**config.mk**
```make
export PLATFORM = sky130hd
export DESIGN_NAME = rx_credit_scheduler
export DESIGN_NICKNAME = d
export VERILOG_FILES = /design/src/rtl/rx_credit_scheduler.sv
export SDC_FILE = /design/constraint.sdc
export NUM_CORES = 1
export LEC_CHECK = 0
export BUFFER_PORTS_ARGS = -buffer_cell sky130_fd_sc_hd__clkbuf_2
export CORE_MARGIN = 2
export CORE_UTILIZATION = 62
export DETAILED_ROUTE_END_ITERATION = 8
export PLACE_DENSITY = 0.85
export RECOVER_POWER = 100
export SKIP_CTS_REPAIR_TIMING = 1
export SLEW_MARGIN = 20
export SYNTH_ARGS = -nofsm -noshare
export SYNTH_HDL_FRONTEND = slang
export SYNTH_SLANG_ARGS = --single-unit
```
**constraint.sdc**
```tcl
create_clock -name clock -period 6 [get_ports clock]
set_input_delay 0.6 -clock clock [delete_from_list [all_inputs] [get_ports clock]]
set_output_delay 0.6 -clock clock [all_outputs]
set_load 0.1 [all_outputs]
```
**src/rtl/rx_credit_scheduler.sv**
```systemverilog
// SpaceWire receive-side flow-control credit scheduler: tracks RX FIFO occupancy and
// outstanding credit, and requests an FCT whenever the FIFO can absorb another grant.
module rx_credit_scheduler #(
    parameter int FIFO_DEPTH = 56,
    parameter int CREDIT_MAX = 56,
    parameter int FCT_GRANT  = 8,
    parameter int CWIDTH     = 6
) (
    input  logic              clock,
    input  logic              reset,
    input  logic              link_en,
    input  logic              rx_char_stored,
    input  logic              rx_char_read,
    input  logic              fct_ack,
    output logic              fct_req,
    output logic [CWIDTH-1:0] credit,
    output logic [CWIDTH-1:0] occupancy,
    output logic              credit_error
);

    typedef enum logic [1:0] {
        IDLE  = 2'd0,
        CHECK = 2'd1,
        REQ   = 2'd2,
        HOLD  = 2'd3
    } state_t;

    localparam logic [CWIDTH-1:0] GRANT       = CWIDTH'(FCT_GRANT);
    localparam logic [CWIDTH-1:0] GRANT_M1    = CWIDTH'(FCT_GRANT - 1);
    localparam logic [CWIDTH-1:0] DEPTH       = CWIDTH'(FIFO_DEPTH);
    localparam logic [CWIDTH:0]   GRANT_W     = (CWIDTH+1)'(FCT_GRANT);
    localparam logic [CWIDTH:0]   DEPTH_W     = (CWIDTH+1)'(FIFO_DEPTH);
    localparam logic [CWIDTH:0]   CREDIT_MAXW = (CWIDTH+1)'(CREDIT_MAX);

    state_t            state, state_nxt;
    logic              fct_req_nxt;
    logic [CWIDTH-1:0] credit_nxt, occupancy_nxt;
    logic              credit_error_nxt;
    logic              ack_take;
    logic              eligible;
    logic [CWIDTH:0]   fill_sum, credit_sum;

    // Sums are one bit wider than the counters so the comparisons cannot wrap.
    assign fill_sum   = {1'b0, occupancy} + {1'b0, credit} + GRANT_W;
    assign credit_sum = {1'b0, credit} + GRANT_W;
    assign eligible   = (fill_sum <= DEPTH_W) && (credit_sum <= CREDIT_MAXW);
    assign ack_take   = (state == REQ) && fct_ack;

    // NOTE: every signal assigned in an always_comb gets a default first, otherwise
    // paths that skip an assignment would infer a latch.
    always_comb begin
        state_nxt   = state;
        fct_req_nxt = fct_req;
        unique case (state)
            IDLE: begin
                fct_req_nxt = 1'b0;
                if (link_en) state_nxt = CHECK;
            end
            CHECK: begin
                if (eligible) begin
                    state_nxt   = REQ;
                    fct_req_nxt = 1'b1;
                end
            end
            REQ: begin
                if (fct_ack) begin
                    state_nxt   = HOLD;
                    fct_req_nxt = 1'b0;
                end
            end
            HOLD: state_nxt = CHECK;
            default: begin
                state_nxt   = IDLE;
                fct_req_nxt = 1'b0;
            end
        endcase
        if (!link_en) begin
            state_nxt   = IDLE;
            fct_req_nxt = 1'b0;
        end
    end

    always_comb begin
        credit_nxt       = credit;
        occupancy_nxt    = occupancy;
        credit_error_nxt = credit_error;

        // A grant arriving together with a stored N-char covers it, so no error.
        if (ack_take && rx_char_stored) begin
            credit_nxt = credit + GRANT_M1;
        end else if (ack_take) begin
            credit_nxt = credit + GRANT;
        end else if (rx_char_stored) begin
            if (credit != '0) credit_nxt = credit - 1'b1;
            else              credit_error_nxt = 1'b1;
        end

        unique case ({rx_char_stored, rx_char_read})
            2'b10:   if (occupancy != DEPTH) occupancy_nxt = occupancy + 1'b1;
            2'b01:   if (occupancy != '0)    occupancy_nxt = occupancy - 1'b1;
            default: occupancy_nxt = occupancy;
        endcase

        if (!link_en) begin
            credit_nxt       = '0;
            occupancy_nxt    = '0;
            credit_error_nxt = 1'b0;
        end
    end

    // NOTE: sequential state is updated only with non-blocking assignments so every
    // register samples the pre-edge values of the others.
    always_ff @(posedge clock or negedge reset) begin
        if (!reset) begin
            state        <= IDLE;
            fct_req      <= 1'b0;
            credit       <= '0;
            occupancy    <= '0;
            credit_error <= 1'b0;
        end else begin
            state        <= state_nxt;
            fct_req      <= fct_req_nxt;
            credit       <= credit_nxt;
            occupancy    <= occupancy_nxt;
            credit_error <= credit_error_nxt;
        end
    end

endmodule

```
# ---- Word-level counts from Yosys, hierarchy flattened
# Cells that the tools add are included.
dict set report op_classes {
  n_addsub 8
  n_lt_le_gt_ge 2
  eq_ne 18
  muxes 22
  n_reduce_logical 12
}
# operator count
set ops {}
lappend ops {{$mux 6} 8}
lappend ops {{$le 7x6->1 const B} 2}
lappend ops {{$ne 3x3->1 const B} 4}
lappend ops {{$ne 4x1->1 const B} 3}
lappend ops {{$pmux 6 s2} 1}
lappend ops {{$reduce_bool 6->1} 2}
lappend ops {{$sub 6x1->6 const B} 2}
lappend ops {{$mux 1} 8}
lappend ops {{$add 6x4->7 const B} 1}
lappend ops {{$add 6x6->7} 1}
lappend ops {{$add 7x4->7 const B} 1}
lappend ops {{$add 6x1->6 const B} 1}
lappend ops {{$add 6x3->6 const B} 1}
lappend ops {{$add 6x4->6 const B} 1}
lappend ops {{$eq 2x2->1 const B} 3}
lappend ops {{$mux 2} 3}
lappend ops {{$ne 2x2->1 const B} 3}
lappend ops {{$ne 6x6->1 const B} 1}
lappend ops {{$pmux 2 s3} 1}
lappend ops {{$reduce_and 3->1} 2}
lappend ops {{$eq 2x1->1 const B} 2}
lappend ops {{$reduce_and 2->1} 2}
lappend ops {{$reduce_and 4->1} 1}
lappend ops {{$logic_and 1x1->1} 3}
lappend ops {{5 further kinds} 5}
dict set report totals {
  register_bits 16
  output_inout_bits 14
}

# ---- Logic depth before layout (Yosys ltp)
# Gate-level depths: netlist (run 1).
dict set report depth {
  depth_word 7
  mapped_depth 10
}

# ---- Least setup slack after synthesis (run 1)
# Ideal clock, no wire load.
dict set report synth_path {
  kind {reg-to-reg}
  from {register credit[3]}
  to {register state[1]}
  setup_ns 0.125
  arrival_time_ns 2.899
  t_required_ns 5.875
  path_slack_ns 2.976
  path_stages_with_launch 11
  path_buffers 0
  period_less_slack_ns 3.024
  cell_sequence {dfrtp_1 > inv_1 > ha_1 > inv_1 > ha_1 > nor2_1 > nor3b_2 > mux2_4 > a211oi_2 > o21ai_1 > mux2i_1}
}
dict set report synth_via {
  elab_chain_cells 6
  elab_cells_between_ends 8
  classes_between {add/sub: 3; order compare: 2; eq/ne: 1; reduce/logical: 2}
}
# item line_no
set synth_rtl {}
lappend synth_rtl {{from (decl)} 16} ;# output logic [CWIDTH-1:0] credit,
lappend synth_rtl {{from (signal assigned)} 123} ;# credit <= credit_nxt;
lappend synth_rtl {{$add 6x6->7} 44} ;# assign fill_sum = {1'b0, occupancy} + {1'b0, credit} + GRANT_W;
lappend synth_rtl {{$add 7x4->7} 44}
lappend synth_rtl {{$le 7x6->1} 46} ;# assign eligible = (fill_sum <= DEPTH_W) && (credit_sum <= CREDIT_MAXW);
lappend synth_rtl {{$logic_and 1x1->1 (*)} 46}
lappend synth_rtl {{$ne 3x3->1 (no source line) (*)} n/a}
lappend synth_rtl {{$reduce_and 2->1 (no source line) (*)} n/a}
lappend synth_rtl {{to (signal assigned)} 121} ;# state <= state_nxt;
lappend synth_rtl {{to (decl)} 35} ;# state_t state, state_nxt;
# Mark *: on every way between the ends. The rest lies on a longest branch, timed or not.
# A chain may end at the register's enable or synchronous reset.

# ---- Final worst setup path (run 1)
# Ends and elaborated chain as after synthesis.

==> results of run 1 <==
## final cells by class
cell class,count,area [µm²]
Inverter,21,78.8
Tap cell,28,35.0
Multi-Input combinational cell,134,986
Fill cell,193,642
Timing Repair Buffer,19,76.3
Sequential cell,16,400
Clock buffer,4,36.3
## final timing paths
path,from,end,slack [ns],cells after the start
min in group clock,credit_error,credit_error,0.53,1
worst max register to register,credit[3],state[1],3.15,10
worst max-delay path,credit[3],state[1],3.15,10
worst min-delay path,reset,occupancy[0],0.39,1
worst min register to register,credit_error,credit_error,0.53,1
max in group asynchronous,reset,credit_error,5.06,1
## Yosys cell counts, drive strengths merged, types with 2 or more instances
cell	count	share of area, %
clkbuf	6	1.5
a21oi	13	4.3
xnor2	4	2.3
ha	22	18
dfrtp	16	27
nor3b	3	2.2
a22o	3	1.7
a211oi	2	1.7
nand3	10	3.3
inv	21	5.2
and2	2	0.83
o22ai	3	1.2
nor3	2	0.67
nand2	12	3.0
xor2	3	1.7
nor2b	7	2.9
nor2	8	2.0
mux2i	2	1.3
o21ai	11	3.7
nand2b	6	2.5
fa	2	2.7
a31oi	2	0.83
## kinds of logic (layout without fill, tap and decap cells)
group / Yosys count / count (layout) / share of synthesized area (%)
buf+inv: 27 / 44 / 6.74
fa+ha+maj: 24 / 24 / 21.0
mux: 3 / 3 / 2.33
compound gates: 44 / 44 / 19.1
xor+xnor: 7 / 7 / 4.08
simple gates: 56 / 56 / 20.2
flops: 16 / 16 / 26.6
## metal layers
metal / share of wire, % / vias to the layer above / track usage [%]
met4: 0.85 / 0 / 10.3
met5: 0 / - / 0
met3: 3.0 / 4 / 2.82
met1: 46 / 656 / 31.4
li1: - / 658 / -
met2: 50 / 28 / 49.6
## flip-flops by register name, indices dropped and copies added (netlist names)
name	count
state	2
credit_error	1
fct_req	1
credit	6
occupancy	6
## metrics by stage
step | instances | setup WS [ns] | hold WS (ns)
2_1_floorplan | 177 | 2.98 | 0.304
3_3_place_gp | 218 | 3.50 | 0.518
6_report | 222 | 3.15 | 0.395
3_5_place_dp | 218 | 3.40 | 0.513
4_1_cts | 222 | 3.46 | 0.245
5_1_grt | 222 | 2.88 | 0.461
## worst max-delay path: stages (launching register included)
cell	delay (ns)
dfrtp_1	0.46
inv_1	0.16
ha_1	0.31
inv_1	0.04
ha_1	0.33
nor2_1	0.07
nor3b_1	0.31
mux2_4	0.33
a211oi_1	0.40
o21ai_0	0.19
mux2i_1	0.15
==> flow_summary.ini, run 1 <==
[hold_path]
min_path_type = primary input to async pin

[clocking]
numCtsBuffers = 3
root_buffer = clkbuf_4
tritoncts = yes
cts_buffer_depth = 2
path_clk_slew_ns = 0.10
htree_levels = 1
numClockSinks = 16
clk-insertion-delay-late_ns = 0.29

[synthesis]
synth_seq_cells = 16
ys_warn_count = 0
ys_dominant_reg_cell = dfrtp_1
syn-instance-count = 177
syn_avg_cell_area_um2 = 8.49
synth_area_mm2 = 0.00150
seq_area_frac_synth_pct = 26.6
synthesis.nets = 207
yosysUniqueCellTypes = 41
synth_edf_count = 0
async_flop_share_pct = 100

[detailed_routing]
dr.pass1.iters = 4
vias = 1346
route.detailed.drc = 0
wl_per_cell_um = 14.9
drt_iter0_drc = 47
drtAntennaViolNets = 0
via_per_inst = 6.06
routed_wirelength_um = 3300

[place]
postPlaceCellArea_mm2 = 0.00161
gp_congestion = 0.989
portBuffers = 19
dpl.hpwl_um = 2560

[outcome]
status = finished, violations left
violations = capacitance limit, slew limit

[final_layout]
n_antenna_cell = 0
area_growth_pct = 7.33
layout_common_cells = 22 x ha_1, 21 x inv_1, 16 x dfrtp_1
final_nets = 225
layout_commonest_cell = ha_1
final_util_pct = 71.5
design_area_mm2 = 0.00161
drive_above_1_share_pct = 5.15

[grt]
grt_max_degree = 21
track_usage_pct = 26.9
grt_pass1_vias = 1344
antenna_found_initial = 0
grt_pass1_wl_um = 5550
grt.overflow.total = 0

[timing]
hold_violations = 0
worst_pin_slew_ns = 1.67
final.setup.tns_ns = 0
rsz0062_at_grt = no
slew_headroom_pct = -12.7
finalCritPeriodShare_pct = 47.6
maxSlewViolCount = 13
clock.fmax_mhz = 350
finalSetupViolations = 0
layout_min_cycle_time_ns = 2.85
finalClockSkew_ns = 0.00578

[setup_path]
crit_type = register to register
start_kind = register
cp_max_fo = 6
endpoint_kind = register
worstPathArrival_ns = 3.02
worstPathRequired_ns = 6.17

[floorplanning]
die_area_mm2 = 0.00283
pin_count = 20
rows = 17
die-height_um = 53.2
start_util_pct = 66.6
core_mm2 = 0.00225
chipWidth_um = 53.2

[run]
cap_violations = 1
Power of run 1 is not shown: default switching activity piles up to over one toggle a cycle in this logic, so the estimate is an artifact.
==> run 2: changes to the inputs <==
Settings changed: ABC_AREA set to 1, CORE_UTILIZATION 62 to 52, PLACE_DENSITY 0.85 to 0.76.
Clock period 6 ns to 2.6 ns, I/O delays scaled along.
==> flow_summary.ini, run 2 <==
[outcome]
status = finished clean

[floorplanning]
die_area_mm2 = 0.00340
start_util_pct = 55.1
rows = 19
die-height_um = 58.3
core_mm2 = 0.00278
chipWidth_um = 58.3
pin_count = 20

[clocking]
root_buffer = clkbuf_4
htree_levels = 1
cts_buffer_depth = 2
tritoncts = yes
numClockSinks = 16
numCtsBuffers = 3
clk-insertion-delay-late_ns = 0.29
path_clk_slew_ns = 0.10

[detailed_routing]
drtAntennaViolNets = 0
drt_iter0_drc = 66
routed_wirelength_um = 2930
via_per_inst = 5.27
vias = 1343
dr.pass1.iters = 4
route.detailed.drc = 0
wl_per_cell_um = 11.5

[setup_path]
rr_startpoint = occupancy[1]
r2r-end = state[1]
slowest_stage = dfrtp_1
crit_path_frequent_cell = nand2_1
worstPathRequired_ns = 2.80
cp.buffers_inverters = 1
path_delay_family = adder cells
cp_max_fo = 6
endpoint_kind = register
worstPathArrival_ns = 2.46
cp_cell_sequence = ha_1, ha_1, inv_1, fa_1, nand3b_1, nand3_1, nand2_1, nand3_1, nand2_1, nand2_1, nand2_1, nand2_1, o21ai_2
r2r_cells = 13
crit_type = register to register
start_kind = register
r2r_slack_ns = 0.34
critPathMaxStageDelay_ns = 0.46

[place]
detailedPlace.worstSlack_ns = 0.397
dpl.hpwl_um = 2420
portBuffers = 19
gp_congestion = 0.820

[grt]
grt.overflow.total = 0
track_usage_pct = 20.1
grt_max_degree = 17
grt_pass1_wl_um = 5310
antenna_found_initial = 0
grt_pass1_vias = 1248

[final_layout]
final_util_pct = 59.5
layout_common_cells = 41 x nand2_1, 25 x inv_1, 22 x ha_1
regArea_um2 = 400
multi_input_area_um2 = 961
n_antenna_cell = 0
layout_commonest_cell = nand2_1
top_regs = credit x6, occupancy x6, state x2
fillCellCount = 280
area_growth_pct = 7.92
drive_above_1_share_pct = 12.5
final_nets = 255

[timing]
layout_min_cycle_time_ns = 2.26
whs_ns = 0.318
worst_pin_slew_ns = 1.17
slew_headroom_pct = 22.4
finalClockSkew_ns = 0.00235
setup_ws_ns = 0.340
maxSlewViolCount = 0
clock.fmax_mhz = 443
final.setup.tns_ns = 0
hold_violations = 0
rsz0062_at_grt = no
finalSetupViolations = 0
finalCritPeriodShare_pct = 86.9

[synthesis]
ys_warn_count = 0
synth_seq_cells = 16
async_flop_share_pct = 100
synth.cells.most_frequent = 38 x nand2_1, 24 x inv_1, 22 x ha_1
synth_edf_count = 0
syn_avg_cell_area_um2 = 7.63
ys_dominant_reg_cell = dfrtp_1
synth_area_leaders = dfrtp_1 26%, ha_1 18%, nand2_1 9.3%, inv_1 5.9%, nand3_1 3.9%
syn-instance-count = 201
synth_most_common_cell = nand2_1
seq_area_frac_synth_pct = 26.1
synthesis.nets = 231
post-synth-top-area-cell = dfrtp_1
synth_top_area_share_pct = 26.1
synth_area_mm2 = 0.00153
yosysUniqueCellTypes = 29

[pwr]
leakagePower_nw = 0.858
p_total_mw = 2.01
power_density_mw_per_mm2 = 1220
ir_worst_vdd_mv = 0.888

[run]
cap_violations = 0

[hold_path]
min-delay-start = rx_char_stored
whs_path_depth = 3
whs_endpoint = credit_error
min_path_type = primary input to register
## run 2: changes by cell type after synthesis, moves of 3 or more
cell      previous run  this run
a22o_1               3         0
o21ai_2              0         3
nor2b_1              7         0
clkbuf_1             6         0
nand2b_1             6         0
inv_1               21        24
nor2_1               8        13
inv_2                0         9
nand2_2              0         7
nand2_1             12        38
nand3_2              0         5
## run 2: metrics by stage
step	cells	instance area (µm²)
after global routing	255	1650
after detailed placement	250	1660
final	255	1650
after CTS	254	1700
after global placement	250	1660
after floorplan	201	1540
## run 2: power by group
part	switching [mW]	total, mW	internal, mW
clock network	0.0853	0.171	0.0855
logic	1.04	1.40	0.363
registers	0.107	0.436	0.329
total	1.23	2.01	0.777
## run 2: how the worst max path moves through the flow
stage | cells after the start | slack [ns] | start | end
6_report | 13 | 0.34 | occupancy[1] | state[1]
5_1_grt | 14 | 0.15 | occupancy[1] | state[1]
4_1_cts | 13 | 0.39 | occupancy[1] | fct_req
3_5_place_dp | 13 | 0.40 | occupancy[1] | state[1]
3_3_place_gp | 13 | 0.45 | occupancy[1] | state[1]
2_1_floorplan | 15 | 0.03 | credit[3] | fct_req
## run 2: kinds of logic (layout without fill, tap and decap cells)
| kind of cell | after synthesis | count (layout) | share of synthesized area (%) |
|---|---|---|---|
| buffers and inverters | 36 | 59 | 9.06 |
| XOR/XNOR | 7 | 7 | 4.00 |
| flip-flops | 16 | 16 | 26.1 |
| AO/OA/AOI/OAI | 35 | 35 | 13.8 |
| adder cells (fa/ha/maj) | 24 | 24 | 20.6 |
| AND/OR/NAND/NOR | 83 | 83 | 26.4 |
## run 2: layer usage
layer	track usage [%]	wire, µm	share of wire, %	vias to the layer above
met3	3.30	146	5.0	5
met1	28.8	1460	50	603
met5	0	0	0	-
met2	31.0	1280	44	24
li1	-	-	-	711
met4	6.98	49	1.7	0
## run 2: final cells by class
class / instances / share of cell area [%]
Multi-Input combinational cell: 149 / 58.1
Tap cell: 31 / 2.34
Timing Repair Buffer: 20 / 5.22
Clock buffer: 4 / 2.19
Inverter: 35 / 7.94
Sequential cell: 16 / 24.2
## run 2: worst register-to-register path, delay by kind of cell, from the launching register on
| family | cells | cell delay [ns] |
|---|---|---|
| adders and majority gates | 3 | 0.85 |
| and+or+nand+nor | 8 | 0.75 |
| DFF | 1 | 0.46 |
| buffers and inverters | 1 | 0.05 |
| AOI/OAI and AO/OA | 1 | 0.05 |
Note: power is estimated with default switching activity, not from simulation.
==> run 3: changes to the inputs <==
Settings changed: BUFFER_PORTS_ARGS -buffer_cell sky130_fd_sc_hd__clkbuf_2 to -buffer_cell sky130_fd_sc_hd__buf_2, CORE_ASPECT_RATIO set to 1.2, CORE_UTILIZATION 52 to 29, PLACE_DENSITY 0.76 to unset.
==> flow_summary.ini, run 3 (synthesis results as in run 2) <==
[outcome]
status = finished clean

[detailed_routing]
drt_iter0_drc = 57
vias = 1365
routed_wirelength_um = 3300
wl_per_cell_um = 11.5
via_per_inst = 4.76
dr.pass1.iters = 4
drtAntennaViolNets = 0
route.detailed.drc = 0

[pwr]
leakagePower_nw = 0.862
intPower_mw = 0.805
switchingPower_mw = 1.25
switching_share_pct = 60.8
power_density_mw_per_mm2 = 1200
pwr-share-clk_pct = 9.1
ir_worst_vdd_mv = 0.503
combPwrFrac_pct = 69.8
seqPwrFrac_pct = 21.1

[run]
cap_violations = 0

[place]
gp_congestion = 0.780
dp_cells = 283
postPlaceCellArea_mm2 = 0.00172
dpl.hpwl_um = 2740
portBuffers = 19

[setup_path]
rr_startpoint = occupancy[1]
crit_type = register to register
path_delay_family = adder cells
cp.buffers_inverters = 1
start_kind = register
critPathMaxStageDelay_ns = 0.45
worstPathRequired_ns = 2.74
slowest_stage = dfrtp_2
endpoint_kind = register
cp_cell_sequence = ha_1, ha_1, inv_1, fa_1, nand3b_1, nand3_1, nand2_1, nand3_1, nand2_1, nand2_1, nand2_1, nand2_1, o21ai_2
critPathLaunch = occupancy[1]
crit_path_frequent_cell = nand2_1
cp_max_fo = 6
worstPathArrival_ns = 2.37

[floorplanning]
pin_count = 20
start_util_pct = 29.5
rows = 29
die-height_um = 83.6
core_mm2 = 0.00519
chipWidth_um = 70.4
die_area_mm2 = 0.00589

[final_layout]
design_area_mm2 = 0.00171
layout_common_cells = 41 x nand2_1, 25 x inv_1, 22 x ha_1
top_regs = credit x6, occupancy x6, state x2
fin_cells = 287
regArea_um2 = 402
layout_commonest_cell = nand2_1
n_antenna_cell = 0
final_nets = 257
drive_above_1_share_pct = 13.3
area_growth_pct = 11.8
multi_input_area_um2 = 963
fillCellCount = 579

[timing]
clock.fmax_mhz = 449
rsz0062_at_grt = no
finalClockSkew_ns = 0.000768
finalSetupViolations = 0
final.setup.tns_ns = 0
slew_headroom_pct = 22.1
layout_min_cycle_time_ns = 2.23
finalCritPeriodShare_pct = 85.7
maxSlewViolCount = 0
worst_pin_slew_ns = 1.17
hold_violations = 0

[clocking]
htree_levels = 1
clk-insertion-delay-late_ns = 0.25
root_buffer = clkbuf_8
numClockSinks = 16
cts_buffer_depth = 2
path_clk_slew_ns = 0.06
numCtsBuffers = 3
tritoncts = yes

[hold_path]
min_path_type = primary input to register
min-delay-start = link_en

[grt]
grt_max_degree = 17
grt_pass1_vias = 1238
grt_pass1_wl_um = 5690
grt.overflow.total = 0
track_usage_pct = 11.9
antenna_found_initial = 0
==> run 3: cell types whose count changed in the layout (fill, tap and decap cells not counted) <==
cell	previous run	this run
buf_2	0	4
buf_4	0	1
clkbuf_1	15	16
clkbuf_2	4	0
clkbuf_4	3	0
clkbuf_8	1	3
dfrtp_1	16	15
dfrtp_2	0	1
nor2_1	15	14
nor2_2	0	1
==> run 3: through the flow <==
| step | total power, mW | hold slack [ns] | worst slack (ns) | util [%] |
|---|---|---|---|---|
| after detailed placement | 1.93 | 0.205 | 0.415 | 33.1 |
| after global placement | 1.92 | 0.206 | 0.445 | 33.1 |
| after floorplan | 1.65 | -0.0356 | 0.0348 | - |
| after CTS | 2.13 | -0.0686 | 0.409 | 33.9 |
| after global routing | 2.24 | 0.362 | 0.172 | 33.0 |
| final | 2.05 | 0.350 | 0.372 | 33.0 |
==> run 3: worst paths after layout <==
check                           slack (ns)           end  cells past startpoint
min in group asynchronous             0.65     credit[3]                      2
worst min-delay path                  0.35     credit[3]                      3
max in group asynchronous             1.33  occupancy[1]                      2
worst max-delay path                  0.37      state[1]                     13
worst min register to register        0.50       fct_req                      2
worst max register to register        0.37      state[1]                     13
==> run 3: worst min-delay path: stages <==
cell	delay [ns]
buf_2	0.17
o21ai_0	0.09
a21oi_1	0.04
==> run 3: layout make-up <==
cell class | instances | area share, %
well taps | 62 | 4.53
flip-flops and latches | 16 | 23.4
multi-input cells | 149 | 56.2
repair buffers | 22 | 5.70
clock buffers | 3 | 2.41
inverters | 35 | 7.67
==> run 3: layer usage <==
layer	routed length, µm	up-vias	global-route usage, %
met5	0	-	0
met1	1580	628	15.8
met3	85	5	1.21
li1	-	714	-
met2	1590	18	19.7
met4	51	0	4.72
==> run 3: power by group through the flow <==
| stage | registers [mW] | logic, mW | clock network, mW |
|---|---|---|---|
| floorplan | 0.932 | 0.722 | 0 |
| global placement | 0.443 | 1.48 | 0 |
| detailed placement | 0.445 | 1.49 | 0 |
| CTS | 0.439 | 1.50 | 0.196 |
| global route | 0.452 | 1.58 | 0.208 |
| finish | 0.434 | 1.43 | 0.186 |
